## src/rtl/pipe_hazard_ctrl.sv

```systemverilog
// Hazard/stall sequencer for a 5-stage pipeline: drives the write-enable and flush controls of the PC, IF/ID, ID/EX and EX/MEM registers.
// Optional build macro HAZ_STATS_EN adds saturating stall/flush statistics counters.
module pipe_hazard_ctrl #(
  parameter int REG_W        = 6,
  parameter int LU_STALLS    = 2,
  parameter int FLUSH_CYCLES = 2,
  parameter int MEM_TIMEOUT  = 15
) (
  input  logic             clk,
  input  logic             rst_n,
  input  logic [REG_W-1:0] id_rs,
  input  logic [REG_W-1:0] id_rt,
  input  logic             id_uses_rt,
  input  logic             ex_mem_rd,
  input  logic [REG_W-1:0] ex_rd,
  input  logic             redirect,
  input  logic             mem_req,
  input  logic             mem_ack,
  output logic             pc_wrt,
  output logic             ifid_wrt,
  output logic             ifid_flush,
  output logic             idex_wrt,
  output logic             idex_flush,
  output logic             exmem_wrt,
  output logic             mem_timeout
`ifdef HAZ_STATS_EN
  ,
  output logic [15:0]      stall_cnt,
  output logic [15:0]      flush_cnt
`endif
);

  typedef enum logic [1:0] {RUN, LU_STALL, FLUSH, MEM_WAIT} state_t;
  typedef enum logic [1:0] {O_NORM, O_FRZ, O_SQ, O_BUB} oset_t;

  // cnt holds the number of stall/flush cycles already issued, so the
  // final cycle of a sequence is the one where cnt equals (length - 1).
  localparam logic [3:0] LU_LAST = 4'(LU_STALLS - 1);
  localparam logic [3:0] FL_LAST = 4'(FLUSH_CYCLES - 1);
  localparam logic [3:0] TO_LAST = 4'(MEM_TIMEOUT);

  state_t     state, state_nxt;
  logic [3:0] cnt, cnt_nxt;
  oset_t      oset;
  logic       to_set;
  logic       lu;
  logic       mem_stall;

  assign lu = ex_mem_rd && (ex_rd != '0) &&
              ((ex_rd == id_rs) || (id_uses_rt && (ex_rd == id_rt)));
  assign mem_stall = mem_req && !mem_ack;

  always_ff @(posedge clk or negedge rst_n) begin
    if (!rst_n) begin
      state       <= RUN;
      cnt         <= '0;
      mem_timeout <= 1'b0;
    end else begin
      state <= state_nxt;
      cnt   <= cnt_nxt;
      if (to_set) mem_timeout <= 1'b1;
    end
  end

  always_comb begin
    state_nxt = state;
    cnt_nxt   = cnt;
    oset      = O_NORM;
    to_set    = 1'b0;
    case (state)
      RUN: begin
        if (mem_stall) begin
          oset      = O_FRZ;
          state_nxt = MEM_WAIT;
          cnt_nxt   = 4'd1;
        end else if (redirect) begin
          oset = O_SQ;
          if (FLUSH_CYCLES > 1) begin
            state_nxt = FLUSH;
            cnt_nxt   = 4'd1;
          end
        end else if (lu) begin
          oset = O_BUB;
          if (LU_STALLS > 1) begin
            state_nxt = LU_STALL;
            cnt_nxt   = 4'd1;
          end
        end
      end
      MEM_WAIT: begin
        // MEM is frozen, so redirect and load-use are not acted on here.
        if (mem_ack) begin
          oset      = O_NORM;
          state_nxt = RUN;
          cnt_nxt   = '0;
        end else if (cnt == TO_LAST) begin
          oset      = O_NORM;
          to_set    = 1'b1;
          state_nxt = RUN;
          cnt_nxt   = '0;
        end else begin
          oset    = O_FRZ;
          cnt_nxt = cnt + 4'd1;
        end
      end
      FLUSH: begin
        if (mem_stall) begin
          oset      = O_FRZ;
          state_nxt = MEM_WAIT;
          cnt_nxt   = 4'd1;
        end else if (redirect) begin
          oset    = O_SQ;
          cnt_nxt = 4'd1;
        end else if (cnt == FL_LAST) begin
          oset      = O_SQ;
          state_nxt = RUN;
          cnt_nxt   = '0;
        end else begin
          oset    = O_SQ;
          cnt_nxt = cnt + 4'd1;
        end
      end
      LU_STALL: begin
        if (mem_stall) begin
          oset      = O_FRZ;
          state_nxt = MEM_WAIT;
          cnt_nxt   = 4'd1;
        end else if (redirect) begin
          oset = O_SQ;
          if (FLUSH_CYCLES > 1) begin
            state_nxt = FLUSH;
            cnt_nxt   = 4'd1;
          end else begin
            state_nxt = RUN;
            cnt_nxt   = '0;
          end
        end else if (cnt == LU_LAST) begin
          oset      = O_BUB;
          state_nxt = RUN;
          cnt_nxt   = '0;
        end else begin
          oset    = O_BUB;
          cnt_nxt = cnt + 4'd1;
        end
      end
      default: begin
        state_nxt = RUN;
        cnt_nxt   = '0;
      end
    endcase
  end

  // Output decode; reset forces every register to hold and both flushes on.
  always_comb begin
    pc_wrt     = 1'b1;
    ifid_wrt   = 1'b1;
    ifid_flush = 1'b0;
    idex_wrt   = 1'b1;
    idex_flush = 1'b0;
    exmem_wrt  = 1'b1;
    case (oset)
      O_FRZ: begin
        pc_wrt    = 1'b0;
        ifid_wrt  = 1'b0;
        idex_wrt  = 1'b0;
        exmem_wrt = 1'b0;
      end
      O_SQ: begin
        ifid_flush = 1'b1;
        idex_flush = 1'b1;
      end
      O_BUB: begin
        pc_wrt     = 1'b0;
        ifid_wrt   = 1'b0;
        idex_flush = 1'b1;
      end
      default: ;
    endcase
    if (!rst_n) begin
      pc_wrt     = 1'b0;
      ifid_wrt   = 1'b0;
      ifid_flush = 1'b1;
      idex_wrt   = 1'b0;
      idex_flush = 1'b1;
      exmem_wrt  = 1'b0;
    end
  end

`ifdef HAZ_STATS_EN
  function automatic logic [15:0] sat_inc16(input logic [15:0] v);
    return (v == 16'hFFFF) ? v : v + 16'd1;
  endfunction

  logic redir_acc;
  // SQ only ever coincides with a live redirect when one is being accepted.
  assign redir_acc = redirect && (oset == O_SQ);

  always_ff @(posedge clk or negedge rst_n) begin
    if (!rst_n) begin
      stall_cnt <= '0;
      flush_cnt <= '0;
    end else begin
      if (oset == O_FRZ || oset == O_BUB) stall_cnt <= sat_inc16(stall_cnt);
      if (redir_acc) flush_cnt <= sat_inc16(flush_cnt);
    end
  end
`endif

endmodule

```

## config.mk

```make
export PLATFORM = sky130hd
export DESIGN_NAME = pipe_hazard_ctrl
export DESIGN_NICKNAME = d
export VERILOG_FILES = /design/src/rtl/pipe_hazard_ctrl.sv
export SDC_FILE = /design/constraint.sdc
export NUM_CORES = 1
export LEC_CHECK = 0
export CORE_MARGIN = 1
export CORE_UTILIZATION = 44
export DETAILED_ROUTE_END_ITERATION = 6
export PLACE_DENSITY = 0.8
export SLEW_MARGIN = 20
export SYNTH_ARGS = -nofsm -noshare
export SYNTH_HDL_FRONTEND = slang
export SYNTH_SLANG_ARGS = --single-unit
export TNS_END_PERCENT = 5
```

## constraint.sdc

```tcl
create_clock -name clk -period 2.7 [get_ports clk]
set_clock_uncertainty 0.1 [all_clocks]
set_input_delay 0.54 -clock clk [delete_from_list [all_inputs] [get_ports clk]]
set_output_delay 0.54 -clock clk [all_outputs]
set_load 0.01 [all_outputs]
```

==> results of run 1 <==
## sequential cells by signal, indices dropped and copies added (netlist names)
register     cells
cnt              4
mem_timeout      1
state            2
## per-stage QoR
step	setup TNS [ns]	worst slack (ns)	total power [W]	util
detailed placement	-3.55	-0.649	0.000748	0.754
global route	-0.0501	-0.0205	0.000928	0.794
global placement	-3.19	-0.590	0.000726	0.754
CTS	-0.0269	-0.0269	0.000840	0.764
finish	0	0.0431	0.000862	0.794
floorplan	0	0.0207	0.000526	-
## final cells by class
cell class | instances | area, um^2 | share of cell area
repair buffers | 54 | 462 | 0.329
flip-flops and latches | 7 | 175 | 0.125
inverters | 6 | 22.5 | 0.0161
well taps | 25 | 31.3 | 0.0223
multi-input cells | 80 | 684 | 0.488
clock buffers | 4 | 26.3 | 0.0188
## per-layer routing
| metal | vias to the layer above | wire [um] |
|---|---|---|
| li1 | 452 | - |
| met1 | 418 | 960 |
| met2 | 47 | 1200 |
| met3 | 9 | 144 |
| met4 | 0 | 56 |
| met5 | - | 0 |
## worst paths after layout
check,startpoint,to,slack (ns),depth (start not counted)
max,ex_rd[3],idex_flush,0.04,8
min,mem_timeout,mem_timeout,0.37,1
max reg2reg,cnt[1],cnt[3],0.79,8
min reg2reg,mem_timeout,mem_timeout,0.37,1
max in group asynchronous,rst_n,state[1],1.81,2
min in group asynchronous,rst_n,cnt[3],0.55,2
## placed cells by master, fill, tap and decap left out, types with 2 or more instances in the layout
master           netlist  layout
nor2_1                 6       5
xnor2_1                6       5
dlygate4sd2_1          0       2
buf_4                  2      21
clkdlybuf4s15_1        0       2
inv_1                  6       6
o21ai_1                3       2
nor2b_1                2       2
dfrtp_1                7       7
clkbuf_4               0       3
mux2i_1                3       3
nand3_1                4       4
clkbuf_2               0       3
nand2b_1               5       4
o21ai_0                2       2
nor3_1                 3       2
xor2_1                 6       6
a221oi_1               2       2
nand2_1                6       6
buf_2                  1       7
clkdlybuf4s50_1        0       7
buf_6                  0       3
o21bai_1               3       3
ha_1                   7       6
a21oi_1                5       4
mux2_4                 2       2
dlymetal6s2s_1         0       9
## where the power goes
group / internal [W] / switching (W)
clock: 0.0000568 / 0.0000454
sequential: 0.000133 / 0.0000295
combinational: 0.000292 / 0.000306
## worst max-delay path, delay by kind of cell
kind / cells / cell delay (ns)
AND/OR/NAND/NOR: 3 / 0.81
buffers and inverters: 3 / 0.40
AO/OA/AOI/OAI: 2 / 0.28
## cell families (layout without fill, tap and decap cells)
logic type | count (synthesis) | after routing | synth area share
AOI/OAI and AO/OA | 23 | 23 | 0.217
xor gates and xnor gates | 12 | 12 | 0.123
adders and majority gates | 7 | 7 | 0.102
buffers and inverters | 10 | 64 | 0.0542
DFF | 7 | 7 | 0.205
muxes | 5 | 5 | 0.0703
and+or+nand+nor | 33 | 33 | 0.228
## what timing repair did
action / in CTS / in global routing
setup buffers: 1 / 1
setup endpoints to repair: 6 / 6
cloned: 0 / 0
resized for setup: 46 / 23
pin swaps: 12 / 17
==> flow_summary.ini, run 1 <==
[run_status]
run_status = finished, final reports clean

[cts]
cts-hold-fix-buffers = 0
clk_path_buf_depth = 2
cts_inserted_buffers = 3
insertion_delay_ns = 0.26
path_clk_slew_ns = 0.05
cts_tree = yes
cts.sinks = 7
clock-root-buffer = clkbuf_4
htreeDepth = 1

[final_layout]
num-fill-cells = 123
final_area_um2 = 1400
diodes = 0
stdcell_count = 176
drive_gt1_frac = 0.371
area_growth_pct = 64.0
finalNetCount = 184

[grt]
use_met3 = 0.0235
grt_remaining_overflow = 0
gr-usage-met2 = 0.476
antenna_found_initial = 0
grt_util_met1 = 0.246
grt.total_usage = 0.243
grt_max_degree = 10
grt_most_used_layer = met2
grt_pass1_vias = 941
grt_first_pass_wirelength_mm = 3.68

[die]
pin_count = 32
die_width_um = 46.1
coreArea_um2 = 1760
rows = 15
die_h_um = 46.1
die_area_um2 = 2120
start_util = 0.484

[timing]
tightest_slew_ns = 0.281
period_share = 0.984
rsz0062_at_grt = true
post-route-min-period_ns = 2.66
fmax_mhz = 376
slew_viol_final = 0
setup_viol = 0
relSlewSlack = 0.812
fin_hold_ws_ns = 0.370
hold_viol = 0

[routing]
drtAntennaViolNets = 0
wl_mm = 2.36
drc_errors = 0
avgViaCountPerCell = 5.26
wl_per_cell_um = 13.4
drt_iter0_markers = 14
num_vias = 926
drt-pass1-iter-count = 4

[setup_path]
worstPathMaxFanout = 2
worstPathArrival_ns = 2.02
path_cells = buf_2 -> or4_4 -> o31ai_4 -> nor2_2 -> buf_4 -> nor3_4 -> o21ai_2 -> buf_2
crit_top_cell = buf_2
criticalPathCategory = input pin to output pin
critPathRequiredTime_ns = 2.06
critPathCaptureType = output pin
cpPeakStageDelay_ns = 0.55
crit_path_start_kind = input pin
cpMaxStageDelayCell = or4_4

[flow_run]
drv_cap = 0

[placed_design]
finalWeightedCongestion = 0.786
placed_area_um2 = 1330
dp_cells = 170
dp_hpwl_mm = 1.84
portBuffers = 31

[yosys]
syn_nets = 129
synthFlopType = dfrtp_1
ys_ff_latch = 7
synth_edf_count = 0
async_flop_share = 1.00
avgSynthCellArea_um2 = 8.81
synth_top_area_frac = 0.205
yosysSeqAreaShare = 0.205
synth_area_leader_cell = dfrtp_1
synth_cell_types = 36
ys_top_cells_by_count = 7 x dfrtp_1, 7 x ha_1
ys_top_cells_by_area = dfrtp_1 20%, ha_1 10%, xnor2_1 6.1%
syn_inst = 97
syn_area_um2 = 855
ys_warn_count = 0

[hold_path]
min_path_type = flip-flop to flip-flop

[pwr]
p_leak_nw = 0.709
irDropWorstVdd_mv = 0.365
p_per_area_nw_per_um2 = 615
No activity file was read; power rests on OpenSTA's default activity.
==> run 2: changes to the inputs <==
--- a/config.mk
+++ b/config.mk
@@ -6,9 +6,9 @@
 export NUM_CORES = 1
 export LEC_CHECK = 0
 export CORE_MARGIN = 1
-export CORE_UTILIZATION = 44
+export CORE_UTILIZATION = 40
 export DETAILED_ROUTE_END_ITERATION = 6
-export PLACE_DENSITY = 0.8
+export PLACE_DENSITY = 0.74
 export SLEW_MARGIN = 20
 export SYNTH_ARGS = -nofsm -noshare
 export SYNTH_HDL_FRONTEND = slang
==> run 2 against run 1 <==
Against the previous run: core utilization is 9.6 points lower; via count is 3.0% lower; final area is 1.2% lower; fmax is 1.1% higher; clock-buffer cell count stayed put; sequential power hardly changed; flip-flop and latch count stayed put; setup slack better by 0.028 ns.
==> flow_summary.ini, run 2 (synthesis gave the netlist of run 1 again) <==
[hold_path]
min_path_type = flip-flop to flip-flop
hold_path_end = mem_timeout
min_path_cells = 1
min_from = mem_timeout

[grt]
grt.total_usage = 0.214
grt_pass1_vias = 870
antenna_found_initial = 0
grt_remaining_overflow = 0
grt_first_pass_wirelength_mm = 3.47
grt_max_degree = 10

[timing]
slew_viol_final = 0
fmax_mhz = 380
post-route-min-period_ns = 2.63
hold_viol = 0
setup_tns_ns = 0
tightest_slew_ns = 0.278
setup_viol = 0
relSlewSlack = 0.813
fin_hold_ws_ns = 0.387
period_share = 0.974

[die]
start_util = 0.431
pin_count = 32
coreArea_um2 = 1980
die_width_um = 48.2
die_h_um = 48.2
rows = 16
die_area_um2 = 2330

[final_layout]
final_cell_mix = 22 x buf_4, 14 x clkdlybuf4s50_1, 7 x ha_1
drive_gt1_frac = 0.355
largest_register_ffs = 4
stdcell_count = 179
regMostFlops = cnt
diodes = 0
area_growth_pct = 61.9
layout_commonest_cell = buf_4
reg_top3 = cnt x4, state x2, mem_timeout x1
finalNetCount = 185

[cts]
cts_inserted_buffers = 3
clk_path_buf_depth = 2
htreeDepth = 1
clock-root-buffer = clkbuf_4
insertion_delay_ns = 0.26
cts-hold-fix-buffers = 0
path_clk_slew_ns = 0.05
cts.sinks = 7
cts_tree = yes

[placed_design]
finalWeightedCongestion = 0.829
portBuffers = 31
dp_cells = 172
dp_hpwl_mm = 1.77

[pwr]
p_leak_nw = 0.656
p_per_area_nw_per_um2 = 630
finalPower_w = 0.000872
irDropWorstVdd_mv = 0.429

[flow_run]
drv_cap = 0

[routing]
avgViaCountPerCell = 5.02
drc_errors = 0
drt-pass1-iter-count = 4
wl_mm = 2.17
drtAntennaViolNets = 0
wl_per_cell_um = 12.1
num_vias = 898
drt_iter0_markers = 15

[setup_path]
critPathCaptureType = output pin
rrSetupSlack_ns = 0.79
worstPathArrival_ns = 1.99
worstPathMaxFanout = 3
timing.rr.start = cnt[1]
critPathRequiredTime_ns = 2.06
crit_path_start_kind = input pin
r2r_cells = 8
reg2reg_to = cnt[3]
criticalPathCategory = input pin to output pin

[run_status]
run_status = finished, final reports clean
## run 2: cell count changes in the layout (fill, tap and decap cells not counted), moves of 2 or more
cell,change
dlymetal6s2s_1,-5
clkdlybuf4s50_1,+7
dlygate4sd2_1,+2
clkdlybuf4s15_1,-2
## run 2: final cells by class
type | count | area [um^2]
Multi-Input combinational cell | 80 | 667
Inverter | 6 | 22.5
Fill cell | 155 | 598
Timing Repair Buffer | 55 | 458
Clock buffer | 4 | 26.3
Tap cell | 27 | 33.8
Sequential cell | 7 | 176
## run 2: routing by layer
layer	routed length (um)	track usage	share of wire	vias to the layer above
met2	1060	0.408	0.49	36
met5	0	0	0	-
met3	154	0.0444	0.071	7
met4	36	0.0611	0.017	0
met1	914	0.236	0.42	404
li1	-	-	-	451
## run 2: repair_timing
action / CTS / global route
pin swaps: 7 / 10
gates resized for setup: 35 / 16
setup endpoints to repair: 6 / 6
cloned: 0 / 0
buffers inserted: 1 / 3
## run 2: report_power, final
group / switching, W / leakage (nW) / internal, W / total (W)
clock: 0.0000451 / 0.0150 / 0.0000568 / 0.000102
sequential: 0.0000279 / 0.0904 / 0.000134 / 0.000162
combinational: 0.000304 / 0.551 / 0.000304 / 0.000608
## run 2: through the flow
step                setup slack [ns]  cell area [um^2]   util
floorplan                     0.0207               855      -
global placement              -0.588              1330  0.672
detailed placement            -0.673              1330  0.672
CTS                          -0.0583              1360  0.688
global route                -0.00726              1380  0.698
finish                        0.0711              1380  0.698
## run 2: how the worst max path moves through the flow
stage              from         end  slack, ns  cells after the start
5_1_grt        id_rt[5]   exmem_wrt     -0.007                      7
3_5_place_dp   ex_rd[0]      pc_wrt      -0.67                      6
2_1_floorplan  ex_rd[0]      pc_wrt       0.02                      5
3_3_place_gp   ex_rd[0]    idex_wrt      -0.59                      7
4_1_cts        ex_rd[0]  idex_flush      -0.06                      8
6_report       id_rt[0]  idex_flush       0.07                      8
## run 2: worst max-delay path, stage by stage
cell and delay [ns]:
clkdlybuf4s50_1 0.47, xnor2_1 0.12, nand3_1 0.11, a2bb2oi_2 0.20, nor2_2 0.18, nor3_2 0.05, o21ai_1 0.16, buf_2 0.16
==> run 3: changes to the inputs <==
--- a/config.mk
+++ b/config.mk
@@ -13,4 +13,4 @@
 export SYNTH_ARGS = -nofsm -noshare
 export SYNTH_HDL_FRONTEND = slang
 export SYNTH_SLANG_ARGS = --single-unit
-export TNS_END_PERCENT = 5
+export TNS_END_PERCENT = 1
==> results of run 3 <==
No change in the layout: final DEF, timing and power equal those of run 2.
==> RTL edit 1: new RTL, settings of run 2 <==
Add a define of `HAZ_STATS_EN`.
--- a/src/rtl/pipe_hazard_ctrl.sv
+++ b/src/rtl/pipe_hazard_ctrl.sv
@@ -1,5 +1,7 @@
 // Hazard/stall sequencer for a 5-stage pipeline: drives the write-enable and flush controls of the PC, IF/ID, ID/EX and EX/MEM registers.
 // Optional build macro HAZ_STATS_EN adds saturating stall/flush statistics counters.
+`define HAZ_STATS_EN
+
 module pipe_hazard_ctrl #(
   parameter int REG_W        = 6,
   parameter int LU_STALLS    = 2,
Check against the original RTL (old outputs only; new: flush_cnt and stall_cnt): equivalent (Yosys induction, for registers that start in step).
==> RTL edit 1 against run 2 <==
Routed wire length increased by 130%. Final area increased by 140%. Setup slack improved by 9.8 ps. Count of clock-buffer cells in the layout increased by 2. Area after synthesis increased to 2.7 times the old value. Synthesized cell count increased by 130%. Total power increased to 2.7 times the old value. Sequential cell count increased by 32. Largest power group unchanged.
==> RTL edit 1: results (changes against run 2) <==
Run status
  – Status: finished clean

Routing
  – Met3 wire length: 155 um (+0.65%)
  – Detailed Route Iter0 Violations: 60 (+45)
  – Detailed-route wire length: 5.09 mm (+130%)

Final layout
  – # fillers: 489 (+220%)
  – Fraction of layout cells with a size suffix above 1: 20.2% (-15 points)
  – Largest regs: flush_cnt: 16 flops, stall_cnt: 16 flops, cnt: 4 flops
  – Layout net count: 351 (+90%)

Global routing
  – Number of global-route vias before repair: 1908 (+120%)
  – GRT met2 Usage: 29.8% (-11 points)
  – GRT Util Overall: 17.9% (-3.6 points)
  – First-pass GRT wire length: 8.61 mm (+150%)

Place
  – Port bufs: 63 (+100%)
  – Area after DPL: 3150 sq um (+140%)
  – HPWL Detailed: 3.93 mm (+120%)
  – Post-Place Setup Slack: -445 ps (+227 ps)

Critical path
  – Worst r2r path cells: 10 (+2)
  – Slowest stage delay, CP: 400 ps (-70 ps)
  – CP max stage cell: dfrtp_1
  – Crit-path leading delay family: simple AND/OR/NAND/NOR gates
  – Setup crit end: pc_wrt
  – R2R Path End: flush_cnt[15]
  – Reg2reg setup slack: 290 ps (-500 ps)

Synth
  – Syn Nets: 258 (+100%)
  – Synth cell count leaders: dfrtp_1, xnor2_1, nand2_1, and3_1, nand3_1
  – Synth top area cells: dfrtp_1, xnor2_1, ha_1, xor2_1, and3_1
  – Post-synthesis sequential area ratio: 42.7% (+22 points)
  – Netlist cell types: 42 (+17%)
  – Syn avg cell area: 10.2 sq um (+16%)

Timing
  – Period minus WS final: 2620 ps (-9.84 ps)
  – Worst hold margin: 390 ps (+2.59 ps)

Pwr
  – Sw frac: 35.9% (-7.3 points)
  – Comb group: 1.16 mW (+91%)
  – Pleak: 1.46 nW (+120%)
  – P_clk: 0.387 mW (+280%)

CTS
  – H-tree levels: 2 (+1)
  – Worst skew pair latency: 280 ps (+20 ps)
  – Worst-path clk slew: 70 ps (+20 ps)
RTL edit 1: cell families after synthesis:
group / after synthesis / synth area share, %
flip-flops: 39 / 42.7
AND/OR/NAND/NOR: 88 / 21.6
multiplexers: 4 / 1.86
buffers and inverters: 16 / 3.94
adder cells (fa/ha/maj): 9 / 4.93
AO/OA/AOI/OAI: 27 / 9.21
XOR/XNOR: 41 / 15.7
RTL edit 1: area by class of cell:
cell class | count | area (sq um) | area share [%]
multi-input cells | 169 | 1290 | 39.1
flip-flops and latches | 39 | 976 | 29.6
repair buffers | 93 | 818 | 24.8
well taps | 72 | 90.1 | 2.73
clock buffers | 6 | 82.6 | 2.51
inverters | 9 | 33.8 | 1.03
clock inverters | 1 | 5.00 | 0.152
RTL edit 1: timing repair:
| action | in CTS | in global routing |
|---|---|---|
| hold buffers | 1 | 0 |
| endpoints found under the hold margin | 3 | 0 |
| gates resized for setup | 31 | 15 |
| pin swaps | 3 | 6 |
| setup endpoints to repair | 6 | 6 |
| setup buffers | 1 | 0 |
==> RTL edit 2: new RTL, settings of run 2 <==
Made on the original files. Register the output `mem_timeout` once more, without a reset; this adds one clock of latency there. The other outputs are not delayed to match.
--- a/src/rtl/pipe_hazard_ctrl.sv
+++ b/src/rtl/pipe_hazard_ctrl.sv
@@ -39,6 +39,8 @@
   localparam logic [3:0] FL_LAST = 4'(FLUSH_CYCLES - 1);
   localparam logic [3:0] TO_LAST = 4'(MEM_TIMEOUT);
 
+  logic mem_timeout_s0;
+
   state_t     state, state_nxt;
   logic [3:0] cnt, cnt_nxt;
   oset_t      oset;
@@ -54,11 +56,11 @@
     if (!rst_n) begin
       state       <= RUN;
       cnt         <= '0;
-      mem_timeout <= 1'b0;
+      mem_timeout_s0 <= 1'b0;
     end else begin
       state <= state_nxt;
       cnt   <= cnt_nxt;
-      if (to_set) mem_timeout <= 1'b1;
+      if (to_set) mem_timeout_s0 <= 1'b1;
     end
   end
 
@@ -206,5 +208,9 @@
   end
 `endif
 
+  always_ff @(posedge clk) begin
+    mem_timeout <= mem_timeout_s0;
+  end
+
 endmodule
 
Check against the original RTL: no difference found for any inputs over 10 cycles, from zero or initial values and one cycle with rst_n low; that may be too few to reach the edited logic, so the function may still have changed.
==> RTL edit 2 against run 2 <==
The flow now finishes with violations (setup timing). Setup slack got worse by 71 ps. Total power rose by 5.2%. Routed wire length did not move. Sequential cell count grew 1. Core utilization is 1.7 points lower. Global-route usage fell by 1.8 points. Area after synthesis is 0.44% higher. Final area down 2.4%. Largest cell class unchanged.
==> RTL edit 2: results (changes against run 2) <==
Run status
  – Status: finished, violations left
  – Failing checks: setup timing

Timing
  – Worst setup margin: -0.0531 ps (-71.2 ps)
  – Final setup viols: 1 (+1)
  – TNS Setup: -0.0531 ps (-0.0531 ps)

Final layout
  – Buffers outside the clock class: 47 (-15%)
  – ClkCell Share: 1.95% (+0.048 points)
  – Layout net count: 180 (-2.7%)
  – Largest regs: cnt: 4 flops, state: 2 flops
  – Fraction of layout cells with a size suffix above 1: 27.9% (-7.6 points)
  – NonClk Buf Share: 30.5% (-2.6 points)
  – Final Non-Filler Cells: 174 (-2.8%)
  – Multi-input gate share of total cell area: 48.9% (+0.74 points)
  – Seq cells: 8 (+1)

Pwr
  – Worst VDD drop: 345 uV (-20%)
  – Pwr dens: 679 nW/um^2 (+7.8%)

Synth
  – Ys async rst share: 87.5% (-13 points)
  – Synth cell count leaders: xnor2_1, dfrtp_1, ha_1, nand2_1
  – Netlist cell types: 38 (+5.6%)
  – Syn Nets: 132 (+2.3%)

Place
  – Placed Cells: 166 (-3.5%)
  – Post-Place Setup Slack: -502 ps (+171 ps)
  – Area after DPL: 1270 sq um (-4.8%)
  – HPWL Detailed: 1.65 mm (-6.8%)

Global routing
  – First-pass GRT wire length: 3.62 mm (+4.2%)
  – Number of global-route vias before repair: 887 (+2.0%)
  – Largest net degree at the start of global routing: 13 (+3)
  – GRT Util Overall: 19.6% (-1.8 points)

Routing
  – Detailed-route wire length: 2.17 mm (unchanged)
==> RTL edit 2: cell types whose count changed after synthesis, moves of 2 or more <==
| cell | delta |
|---|---|
| a221oi_1 | -2 |
| nand4_1 | +2 |
| xnor2_1 | +6 |
| mux2i_1 | -2 |
| o21ai_1 | -2 |
| o21bai_1 | -2 |
| xor2_1 | -6 |
| o21ai_0 | +3 |
==> RTL edit 2: worst max-delay path, stage by stage <==
cell	delay, ps
clkdlybuf4s50_1	430
nand2b_4	150
or2b_2	310
and2_1	190
a21oi_2	130
o31ai_1	80
clkdlybuf4s15_2	240
==> RTL edit 2: metal layers <==
metal  part of all wire (%)  global-route usage, %
met5                      0                      0
met4                      0                   2.94
met3                    4.8                   6.29
met2                     56                   39.0
met1                     39                   20.1
==> RTL edit 2: report_power, final <==
part           internal (mW)  total (mW)  switching (mW)
registers              0.148       0.172          0.0243
logic                  0.343       0.646           0.303
clock network         0.0566      0.0994          0.0427
==> RTL edit 2: path summary, 6_finish.rpt <==
path / end / cells after the start / from
worst max-delay path: ifid_flush / 7 / mem_ack
worst min-delay path: mem_timeout / 0 / mem_timeout_s0
worst max register to register: cnt[3] / 9 / state[1]
worst min register to register: mem_timeout / 0 / mem_timeout_s0
max in group asynchronous: mem_timeout_s0 / 2 / rst_n
min in group asynchronous: cnt[2] / 2 / rst_n
==> RTL edit 2: cells by family (layout without fill, tap and decap cells) <==
| kind of cell | Yosys count | in the layout | share of synthesized area, % |
|---|---|---|---|
| compound gates | 22 | 22 | 17.9 |
| xor+xnor | 12 | 12 | 12.2 |
| fa+ha+maj | 7 | 7 | 10.2 |
| buf+inv | 10 | 57 | 5.39 |
| flops | 8 | 8 | 22.7 |
| mux | 4 | 4 | 6.41 |
| simple gates | 37 | 37 | 25.1 |
